<file path="src/rtl/cpu_pkg.sv">
// Shared decode constants and ALU operation encoding for the rv32i_core slice.
// CPU_MUL_EN adds the RV32M multiply operations to the ALU op set.
package cpu_pkg;

  localparam logic [6:0] OP_LUI    = 7'b0110111;
  localparam logic [6:0] OP_AUIPC  = 7'b0010111;
  localparam logic [6:0] OP_JAL    = 7'b1101111;
  localparam logic [6:0] OP_JALR   = 7'b1100111;
  localparam logic [6:0] OP_BRANCH = 7'b1100011;
  localparam logic [6:0] OP_LOAD   = 7'b0000011;
  localparam logic [6:0] OP_STORE  = 7'b0100011;
  localparam logic [6:0] OP_IMM    = 7'b0010011;
  localparam logic [6:0] OP_OP     = 7'b0110011;

  localparam logic [2:0] F3_BEQ  = 3'b000;
  localparam logic [2:0] F3_BNE  = 3'b001;
  localparam logic [2:0] F3_BLT  = 3'b100;
  localparam logic [2:0] F3_BGE  = 3'b101;
  localparam logic [2:0] F3_BLTU = 3'b110;
  localparam logic [2:0] F3_BGEU = 3'b111;

  localparam logic [2:0] F3_B  = 3'b000;
  localparam logic [2:0] F3_H  = 3'b001;
  localparam logic [2:0] F3_W  = 3'b010;
  localparam logic [2:0] F3_BU = 3'b100;
  localparam logic [2:0] F3_HU = 3'b101;

  localparam logic [2:0] F3_ADD  = 3'b000;
  localparam logic [2:0] F3_SLL  = 3'b001;
  localparam logic [2:0] F3_SLT  = 3'b010;
  localparam logic [2:0] F3_SLTU = 3'b011;
  localparam logic [2:0] F3_XOR  = 3'b100;
  localparam logic [2:0] F3_SR   = 3'b101;
  localparam logic [2:0] F3_OR   = 3'b110;
  localparam logic [2:0] F3_AND  = 3'b111;

  localparam logic [6:0] F7_BASE = 7'b0000000;
  localparam logic [6:0] F7_ALT  = 7'b0100000;
  localparam logic [6:0] F7_MULDIV = 7'b0000001;

  typedef enum logic [3:0] {
    ALU_ADD, ALU_SUB, ALU_SLL, ALU_SLT, ALU_SLTU, ALU_XOR, ALU_SRL, ALU_SRA,
    ALU_OR, ALU_AND, ALU_MUL, ALU_MULH, ALU_MULHSU, ALU_MULHU
  } alu_op_t;

  // alt selects SUB/SRA; callers pass 0 for ADDI so imm bit 30 is not misread.
  function automatic alu_op_t alu_op_from_f3(input logic [2:0] f3, input logic alt);
    alu_op_t op;
    case (f3)
      F3_ADD:  op = alt ? ALU_SUB : ALU_ADD;
      F3_SLL:  op = ALU_SLL;
      F3_SLT:  op = ALU_SLT;
      F3_SLTU: op = ALU_SLTU;
      F3_XOR:  op = ALU_XOR;
      F3_SR:   op = alt ? ALU_SRA : ALU_SRL;
      F3_OR:   op = ALU_OR;
      default: op = ALU_AND;
    endcase
    return op;
  endfunction

endpackage

</file>
<file path="src/rtl/cpu_alu.sv">
// Integer ALU with branch compare flags; CPU_MUL_EN adds single-cycle MUL/MULH/MULHSU/MULHU.
module cpu_alu
  import cpu_pkg::*;
(
  input  logic [31:0] a_i,
  input  logic [31:0] b_i,
  input  alu_op_t     op_i,
  output logic [31:0] result_o,
  output logic        eq_o,
  output logic        lt_o,
  output logic        ltu_o
);

  logic [4:0] shamt;
  assign shamt = b_i[4:0];
  assign eq_o  = (a_i == b_i);
  assign lt_o  = ($signed(a_i) < $signed(b_i));
  assign ltu_o = (a_i < b_i);

`ifdef CPU_MUL_EN
  // One 66-bit product serves all three high variants by choosing the operand extension.
  logic        a_ext, b_ext;
  logic [65:0] mul_a, mul_b, prod;
  assign a_ext = ((op_i == ALU_MULH) || (op_i == ALU_MULHSU)) && a_i[31];
  assign b_ext = (op_i == ALU_MULH) && b_i[31];
  assign mul_a = {{34{a_ext}}, a_i};
  assign mul_b = {{34{b_ext}}, b_i};
  assign prod  = mul_a * mul_b;
`endif

  always_comb begin
    result_o = '0;
    case (op_i)
      ALU_ADD:  result_o = a_i + b_i;
      ALU_SUB:  result_o = a_i - b_i;
      ALU_SLL:  result_o = a_i << shamt;
      ALU_SLT:  result_o = {31'd0, lt_o};
      ALU_SLTU: result_o = {31'd0, ltu_o};
      ALU_XOR:  result_o = a_i ^ b_i;
      ALU_SRL:  result_o = a_i >> shamt;
      ALU_SRA:  result_o = $signed(a_i) >>> shamt;
      ALU_OR:   result_o = a_i | b_i;
      ALU_AND:  result_o = a_i & b_i;
`ifdef CPU_MUL_EN
      ALU_MUL:    result_o = prod[31:0];
      ALU_MULH,
      ALU_MULHSU,
      ALU_MULHU:  result_o = prod[63:32];
`endif
      default:  result_o = '0;
    endcase
  end

endmodule

</file>
<file path="src/rtl/rv32i_core.sv">
// Single-cycle RV32I core: fetch, decode, execute and retire in one clock.
// Define CPU_MUL_EN to decode the RV32M multiply instructions; otherwise they are NOPs.
module rv32i_core
  import cpu_pkg::*;
#(
  parameter logic [31:0] RESET_PC = 32'h0000_0000
) (
  input  logic        clk,
  input  logic        rst_n,
  output logic [31:0] instr_addr,
  input  logic [31:0] instr_data,
  output logic [31:0] data_addr,
  output logic [31:0] data_wdata,
  output logic [3:0]  data_wenable,
  input  logic [31:0] data_rdata
);

  logic [31:0] pc_q, pc_d, pc_plus4;
  logic [31:0] regs_q [1:31];

  logic [6:0]  opcode, funct7;
  logic [4:0]  rd, rs1, rs2;
  logic [2:0]  funct3;
  logic [31:0] imm_i, imm_s, imm_b, imm_u, imm_j;
  logic [31:0] rs1_val, rs2_val, agen;
  logic [1:0]  addr_lo;
  logic [31:0] ld_shift;
  logic [15:0] ld_half;

  alu_op_t     alu_op;
  logic [31:0] alu_b, alu_res;
  logic        alu_eq, alu_lt, alu_ltu;
  logic        rd_we, taken;
  logic [31:0] rd_wdata;
  logic [3:0]  wen;

  assign opcode = instr_data[6:0];
  assign rd     = instr_data[11:7];
  assign funct3 = instr_data[14:12];
  assign rs1    = instr_data[19:15];
  assign rs2    = instr_data[24:20];
  assign funct7 = instr_data[31:25];

  assign imm_i = {{20{instr_data[31]}}, instr_data[31:20]};
  assign imm_s = {{20{instr_data[31]}}, instr_data[31:25], instr_data[11:7]};
  assign imm_b = {{19{instr_data[31]}}, instr_data[31], instr_data[7], instr_data[30:25],
                  instr_data[11:8], 1'b0};
  assign imm_u = {instr_data[31:12], 12'd0};
  assign imm_j = {{11{instr_data[31]}}, instr_data[31], instr_data[19:12], instr_data[20],
                  instr_data[30:21], 1'b0};

  assign rs1_val  = (rs1 == 5'd0) ? '0 : regs_q[rs1];
  assign rs2_val  = (rs2 == 5'd0) ? '0 : regs_q[rs2];
  assign agen     = rs1_val + ((opcode == OP_STORE) ? imm_s : imm_i);
  assign addr_lo  = agen[1:0];
  assign ld_shift = data_rdata >> {addr_lo, 3'b000};
  assign ld_half  = addr_lo[1] ? data_rdata[31:16] : data_rdata[15:0];
  assign pc_plus4 = pc_q + 32'd4;

  cpu_alu u_alu (
    .a_i      (rs1_val),
    .b_i      (alu_b),
    .op_i     (alu_op),
    .result_o (alu_res),
    .eq_o     (alu_eq),
    .lt_o     (alu_lt),
    .ltu_o    (alu_ltu)
  );

  always_comb begin
    case (funct3)
      F3_BEQ:  taken = alu_eq;
      F3_BNE:  taken = !alu_eq;
      F3_BLT:  taken = alu_lt;
      F3_BGE:  taken = !alu_lt;
      F3_BLTU: taken = alu_ltu;
      F3_BGEU: taken = !alu_ltu;
      default: taken = 1'b0;
    endcase
  end

  always_comb begin
    alu_b      = rs2_val;
    alu_op     = ALU_ADD;
    rd_we      = 1'b0;
    rd_wdata   = alu_res;
    pc_d       = pc_plus4;
    wen        = '0;
    data_wdata = rs2_val;
    case (opcode)
      OP_LUI:   begin rd_we = 1'b1; rd_wdata = imm_u; end
      OP_AUIPC: begin rd_we = 1'b1; rd_wdata = pc_q + imm_u; end
      OP_JAL:   begin rd_we = 1'b1; rd_wdata = pc_plus4; pc_d = pc_q + imm_j; end
      OP_JALR: if (funct3 == 3'b000) begin
        rd_we    = 1'b1;
        rd_wdata = pc_plus4;
        pc_d     = {agen[31:1], 1'b0};
      end
      OP_BRANCH: if (taken) pc_d = pc_q + imm_b;
      OP_LOAD: begin
        rd_we = 1'b1;
        case (funct3)
          F3_B:    rd_wdata = {{24{ld_shift[7]}}, ld_shift[7:0]};
          F3_BU:   rd_wdata = {24'd0, ld_shift[7:0]};
          F3_H:    rd_wdata = {{16{ld_half[15]}}, ld_half};
          F3_HU:   rd_wdata = {16'd0, ld_half};
          F3_W:    rd_wdata = data_rdata;
          default: rd_we = 1'b0;
        endcase
      end
      OP_STORE: case (funct3)
        F3_W: wen = 4'b1111;
        F3_H: begin wen = 4'b0011 << {addr_lo[1], 1'b0}; data_wdata = {2{rs2_val[15:0]}}; end
        F3_B: begin wen = 4'b0001 << addr_lo; data_wdata = {4{rs2_val[7:0]}}; end
        default: wen = '0;
      endcase
      OP_IMM: begin
        alu_b  = imm_i;
        alu_op = alu_op_from_f3(funct3, (funct3 == F3_SR) && funct7[5]);
        rd_we  = ((funct3 != F3_SLL) && (funct3 != F3_SR)) || (funct7 == F7_BASE)
                 || ((funct3 == F3_SR) && (funct7 == F7_ALT));
      end
      OP_OP: begin
        alu_op = alu_op_from_f3(funct3, funct7[5]);
        rd_we  = (funct7 == F7_BASE)
                 || ((funct7 == F7_ALT) && ((funct3 == F3_ADD) || (funct3 == F3_SR)));
`ifdef CPU_MUL_EN
        if ((funct7 == F7_MULDIV) && !funct3[2]) begin
          rd_we = 1'b1;
          case (funct3[1:0])
            2'b00:   alu_op = ALU_MUL;
            2'b01:   alu_op = ALU_MULH;
            2'b10:   alu_op = ALU_MULHSU;
            default: alu_op = ALU_MULHU;
          endcase
        end
`endif
      end
      default: ;
    endcase
  end

  always_ff @(posedge clk) begin
    if (!rst_n) begin
      pc_q <= RESET_PC;
      for (int unsigned i = 1; i < 32; i++) regs_q[i] <= '0;
    end else begin
      pc_q <= pc_d;
      if (rd_we && (rd != 5'd0)) regs_q[rd] <= rd_wdata;
    end
  end

  assign instr_addr   = pc_q;
  assign data_addr    = agen;
  assign data_wenable = rst_n ? wen : 4'b0000;

endmodule

</file>
<file path="config.mk">
export PLATFORM = sky130hd
export DESIGN_NAME = rv32i_core
export DESIGN_NICKNAME = d
export VERILOG_FILES = /design/src/rtl/cpu_pkg.sv /design/src/rtl/cpu_alu.sv /design/src/rtl/rv32i_core.sv
export SDC_FILE = /design/constraint.sdc
export NUM_CORES = 2
export LEC_CHECK = 0
export BUFFER_PORTS_ARGS = -buffer_cell sky130_fd_sc_hd__buf_2
export CORE_MARGIN = 3
export CORE_UTILIZATION = 50
export CTS_BUF_LIST = sky130_fd_sc_hd__clkbuf_4
export CTS_CLUSTER_SIZE = 16
export DETAILED_ROUTE_END_ITERATION = 10
export MAX_ROUTING_LAYER = met4
export PLACE_DENSITY = 0.69
export SYNTH_ARGS = -nofsm -noshare
export SYNTH_HDL_FRONTEND = slang
export SYNTH_SLANG_ARGS = --single-unit
</file>
<file path="constraint.sdc">
create_clock -name clk -period 8.2 [get_ports clk]
set_input_delay 1.64 -clock clk [delete_from_list [all_inputs] [get_ports clk]]
set_output_delay 1.64 -clock clk [all_outputs]
set_load 0.02 [all_outputs]
</file>
# After elaboration in Yosys (flattened, before gate mapping)

Memories as Yosys holds them, arrays and structs flattened.
Index checks and enable logic that the tools add are counted.

Register bits: 32
RAM bits: 992
Input bits: 66
Output and inout bits: 100
Word-level logic and storage cells: 105
Memories kept: 1

Memory list:

| name   | words | bits a word | read ports | clocked after Yosys merged registers in | wr ports | RTL line         | text |
|---|---|---|---|---|---|---|---|
| regs_q | 31    | 32          | 2          | 0                                       | 31       | rv32i_core.sv:19 | `logic [31:0] regs_q [1:31];` |

Add/subtract/negate cells: 7
$lt $le $gt $ge: 2
Equality and inequality tests: 29
Shift-type cells: 6
Mux-type cells: 35
Bitwise logic cells: 3
Reductions and logical operators: 21

Operator list:

| operator                                                         | count |
|---|---|
| 32-bit case mux with 10 select lines                             | 1 |
| 32-bit case mux with 5 select lines                              | 2 |
| 32-bit two-way mux                                               | 8 |
| 32-bit adder                                                     | 5 |
| 32-bit case mux with 3 select lines                              | 1 |
| 32-bit < comparator                                              | 2 |
| 32-bit case mux with 2 select lines                              | 1 |
| 4-bit case mux with 7 select lines                               | 2 |
| 32-bit by 3-bit adder with 32-bit output (second input constant) | 1 |
| 32-bit bitwise AND                                               | 1 |
| 32-bit == test                                                   | 1 |
| 32-bit bitwise OR                                                | 1 |
| 32-bit OR reduction                                              | 1 |
| 32-bit by 5-bit << shifter with 32-bit output                    | 1 |
| 32-bit by 5-bit right shift with 32-bit output                   | 1 |
| 32-bit by 5-bit right shift with 8-bit output                    | 1 |
| 32-bit by 5-bit >>> shifter with 32-bit output                   | 1 |
| 32-bit subtractor                                                | 1 |
| 32-bit bitwise XOR                                               | 1 |
| 7-bit by 6-bit == test with 1-bit output (second input constant) | 4 |
| 7-bit == test (second input constant)                            | 3 |
| 4-bit by 3-bit == test with 1-bit output (second input constant) | 4 |
| 16-bit two-way mux                                               | 1 |
| 7-bit by 5-bit == test with 1-bit output (second input constant) | 2 |
| 28 further kinds                                                 | 56 |

# Logic depth before layout (Yosys ltp)

Depth in word-level cells: 11
Gate-level depth with buffers: 27
Gate-level depth less buffers: 21

# Cells and area by module

Synthesis repeated with hierarchy kept, for this count alone.

Cells, all modules: 5963
Area total of the unflattened synthesis: 69819.5 µm²

By module, submodules not included:

| module     | times used | cells an instance | area an instance (µm²) | sequential area each (µm²) |
|---|---|---|---|---|
| rv32i_core | 1          | 4697              | 61446.4                | 31370.1 |
| cpu_alu    | 1          | 1266              | 8373.0                 | 0.0 |

# Worst setup path after synthesis

Ideal clock, no wire load.

Path kind: input-to-reg
From: input instr_data[20]
To: memory regs_q[16][0], data pin
Library setup time: 0.272 ns
Data arrival time: 7.660 ns
Path slack: 0.268 ns
Cell stages on the path: 24
Path buffers: 8
Cell sequence: buf_4 > buf_6 > buf_6 > buf_2 > clkbuf_1 > buf_1 > mux4_2 > mux4_2 > mux2i_1 > nor3_1 > a21o_1 > ha_1 > clkbuf_1 > nor4_1 > nor2b_1 > or4_1 > o21a_1 > nor4_1 > nor2_1 > xor2_1 > nor4_1 > a2111oi_1 > clkbuf_1 > a211oi_1

RTL lines:

| what        | RTL line         | text |
|---|---|---|
| from (decl) | rv32i_core.sv:11 | `input logic [31:0] instr_data,` |
| to (decl)   | rv32i_core.sv:19 |  |

# Worst setup path in the final report

From: input instr_data[18]
To: output data_addr[25]

Longest elaborated chain between the ends: 3

RTL lines:

| what                                                  | RTL line         | text |
|---|---|---|
| memory 31 x 32 bit or 5-bit zero test (tied branches) | --               |  |
| 32-bit two-way mux (*)                                | rv32i_core.sv:52 | `assign rs1_val = (rs1 == 5'd0) ? '0 : regs_q[rs1];` |
| 32-bit adder (*)                                      | rv32i_core.sv:54 | `assign agen = rs1_val + ((opcode == OP_STORE) ? imm_s : imm_i);` |
| to (decl)                                             | rv32i_core.sv:12 | `output logic [31:0] data_addr,` |

Mark *: on every way between the ends. The rest lies on a longest branch, timed or not.

==> impl_metrics.yaml <==
synth:
  synth_edf_count: 1024
  ys_types: 117
  netlist_area_mm2: 0.07363
  synth.area.top_cells: "edfxtp_1 42%, mux4_2 14%, mux2i_1 4.2%"
  yosys_warnings: 0
  syn_avg_cell_area_um2: 11.14
  synth_fa_ha_area_frac: 0.03341
  synthFlopType: "edfxtp_1"
  async_flop_share: 0
  synthSimpleGateAreaFrac: 0.1102
  synth_top_family_by_area: "multiplexers"
  synthCells: 6609
  yosysSeqAreaShare: 0.4260
  synth-xor-area-share: 0.01630
  synthMuxAreaShare: 0.1881
  netlist.area_leader.share: 0.4176
  synth_seq_cells: 1055
  yosys.area.top_type: "edfxtp_1"
  synth-compound-area-share: 0.1735
global_routing:
  track_usage: 0.4701
  overflow: 0
  grt_max_degree: 63
  grt_pass1_vias: 65380
  antenna_found_initial: 22
  grt_pass1_wl_um: 489500
power:
  p_sw_frac: 0.3866
  p_seq_frac: 0.363
  cellLeakagePower_nw: 31.68
  p_switching_mw: 6.677
  p_int_mw: 10.60
  total_power_mw: 17.27
  power_frac_comb: 0.365
  powerDensity_mw_per_mm2: 207.5
  vdd_ir_drop_max_uv: 178.5
  clockPowerShare: 0.272
timing:
  max_freq_mhz: 122.4
  rsz0062_at_grt: "false"
  hold_viol: 0
  worst_pin_slew_ns: 1.493
  fin_skew_ns: 0.1970
  worst_slack_ns: 0.03160
  min_period_over_period: 0.9961
  holdWs_ns: 0.7429
  setup_viol: 0
  finalMaxSlewViolations: 1
  slew_headroom: -0.001557
  tns_ns: 0
  min_period_ns: 8.168
worst_setup_path:
  path_max_fanout: 21
  critPathKind: "input pin to primary output"
  worstPathRequired_ns: 6.56
  worst_path_most_repeated_cell: "buf_4"
  cp-start-kind: "input pin"
  reg2reg_slack_ns: 1.18
  crit_slowest_cell: "nor3b_2"
  path_cells: "buf_4 -> buf_4 -> nor2_1 -> nand3_1 -> buf_4 -> o21ai_1 -> nor3b_2 -> ha_1 -> buf_4 -> nor3_1 -> a211o_1 -> a211oi_1 -> buf_4 -> o221ai_1 -> a21oi_2 -> buf_4 -> nor3_1 -> buf_4 -> xnor2_1 -> buf_2"
  cpPeakStageDelay_ns: 0.68
  critical_path_arrival_ns: 6.53
  rr_worst_depth: 17
  timing.rr.start: "regs_q[31][0]"
  r2r_end: "regs_q[15][17]"
  end_kind: "primary output"
cts:
  clk_pin_slew_worst_paths_ns: 0.07
  clock-sinks: 1055
  ctsHoldBuffers: 0
  cts_root_buf: "clkbuf_4"
  worstSkewPairLatency_ns: 1.39
  cts_repair_resize_count: 3
  cts_buffers: 300
  tritoncts: "yes"
  cts.path.max_buffers: 4
  cts_max_level: 5
  post-cts-setup-buffer-count: 0
cells_and_area:
  final_util: 0.5705
  fin_area_mm2: 0.08325
  multi_input_area_mm2: 0.03915
  n_fill_cell: 12180
  synthToLayoutAreaGrowth_pct: 13.06
  drive_gt1_frac: 0.2738
  layout.nets: 7291
  seq_area_mm2: 0.03137
  fin_cells: 9161
floorplanning:
  core-area_mm2: 0.1459
  rows: 140
  die_h_um: 389.7
  die_area_mm2: 0.1519
  ios: 166
  start_util: 0.5046
  die_w_um: 389.7
detailed_routing:
  avgRoutedWirePerCell_um: 38.68
  drtAntennaViolNets: 0
  route.vias.total: 68560
  drc: 0
  vias_per_cell: 7.484
  drt_wl_total_um: 354400
  first_pass_iters: 7
  drtIter0Drc: 12050
placement:
  dp_slack_ns: -0.1587
  port_buffers: 164
  dp_cells: 8647
  globalplace.congestion: 1.113
  placed_cell_area_mm2: 0.07972
  hpwl_um: 239600
status:
  outcome: "finished, violations left"
  violations: "capacitance limit, slew limit"
min_path:
  whs_endpoint: "instr_addr[1]"
  min_path_cells: 2
  worstHoldStart: "instr_addr[1]"
  hold_class: "flop to flop"
flow_run:
  cap_viol_max_count: 1
registers in the layout, summed over array words and instances, names as in the netlist:
register / cells
regs_q: 1024
instr_addr: 31
layout by cell type (no fill, tap or decap), types with 56 or more instances in the layout:
cell,n
o21ai_0,221
a221oi_1,56
buf_4,513
nand2_2,63
nand2_1,328
mux4_2,448
a211oi_2,64
o22ai_1,81
mux2i_1,310
inv_1,137
a211oi_1,304
a21o_1,76
o211ai_1,57
edfxtp_1,1024
nor3_1,211
buf_2,157
a21oi_1,461
buf_12,77
ha_1,187
clkbuf_4,411
nand3_1,85
xnor2_1,86
a22oi_1,60
nor2_1,757
cell usage after synthesis, types with 57 or more instances:
| cell type | instances |
|---|---|
| a211oi_1 | 304 |
| a211oi_2 | 66 |
| a21o_1 | 77 |
| a21oi_1 | 465 |
| a221oi_1 | 59 |
| a22oi_1 | 60 |
| buf_2 | 176 |
| clkbuf_1 | 360 |
| edfxtp_1 | 1024 |
| ha_1 | 187 |
| inv_1 | 138 |
| mux2i_1 | 310 |
| mux4_2 | 448 |
| nand2_1 | 391 |
| nand3_1 | 86 |
| nor2_1 | 763 |
| nor3_1 | 219 |
| o211ai_1 | 57 |
| o21ai_0 | 223 |
| o22ai_1 | 82 |
| xnor2_1 | 87 |
cell families after synthesis:
family          count (synthesis)
xor+xnor                      137
flops                        1055
fa+ha+maj                     193
buf+inv                       821
simple gates                 1775
mux                           810
other cells                     1
compound gates               1817
critical path: cells and delay by family:
family	cells	cell delay (ns)
adder cells (fa/ha/maj)	1	0.35
AND/OR/NAND/NOR	5	1.20
XOR/XNOR	1	0.30
AO/OA/AOI/OAI	5	1.07
buffers and inverters	8	1.93
how the worst max path moves through the flow:
| stage | from | end | slack (ns) | cells past startpoint |
|---|---|---|---|---|
| 6_report | instr_data[18] | data_addr[25] | 0.03 | 20 |
| 5_1_grt | instr_data[15] | data_addr[30] | 0.03 | 18 |
| 4_1_cts | instr_data[15] | data_addr[25] | 0.09 | 20 |
| 3_5_place_dp | instr_data[15] | regs_q[12][17] | -0.16 | 19 |
| 3_3_place_gp | instr_data[20] | regs_q[8][25] | -0.17 | 23 |
| 2_1_floorplan | instr_data[20] | regs_q[16][0] | 0.27 | 24 |
final cells by class:
| type | instances | area share |
|---|---|---|
| inverters | 160 | 0.007274 |
| clock inverters | 65 | 0.003923 |
| flip-flops and latches | 1055 | 0.3768 |
| well taps | 1917 | 0.02881 |
| multi-input cells | 4765 | 0.4702 |
| clock buffers | 411 | 0.03706 |
| repair buffers | 750 | 0.07476 |
| diodes | 38 | 0.001142 |
power by group through the flow:
stage | logic (mW) | registers [mW] | clock network [mW]
floorplan | 3.36 | 6.33 | 0
global placement | 5.98 | 6.35 | 0
detailed placement | 5.99 | 6.37 | 0
CTS | 6.01 | 6.26 | 4.68
global route | 6.45 | 6.28 | 4.98
finish | 6.31 | 6.27 | 4.70
layer usage:
| layer | share of wire | GRT usage | wire, µm | up-vias |
|---|---|---|---|---|
| li1 | - | - | - | 26800 |
| met1 | 0.33 | 0.5526 | 116300 | 33030 |
| met2 | 0.41 | 0.6524 | 146900 | 6827 |
| met3 | 0.16 | 0.1701 | 55580 | 1906 |
| met4 | 0.10 | 0.3678 | 35540 | 0 |
| met5 | 0 | - | 0 | - |
Note: power is estimated with default switching activity, not from simulation.
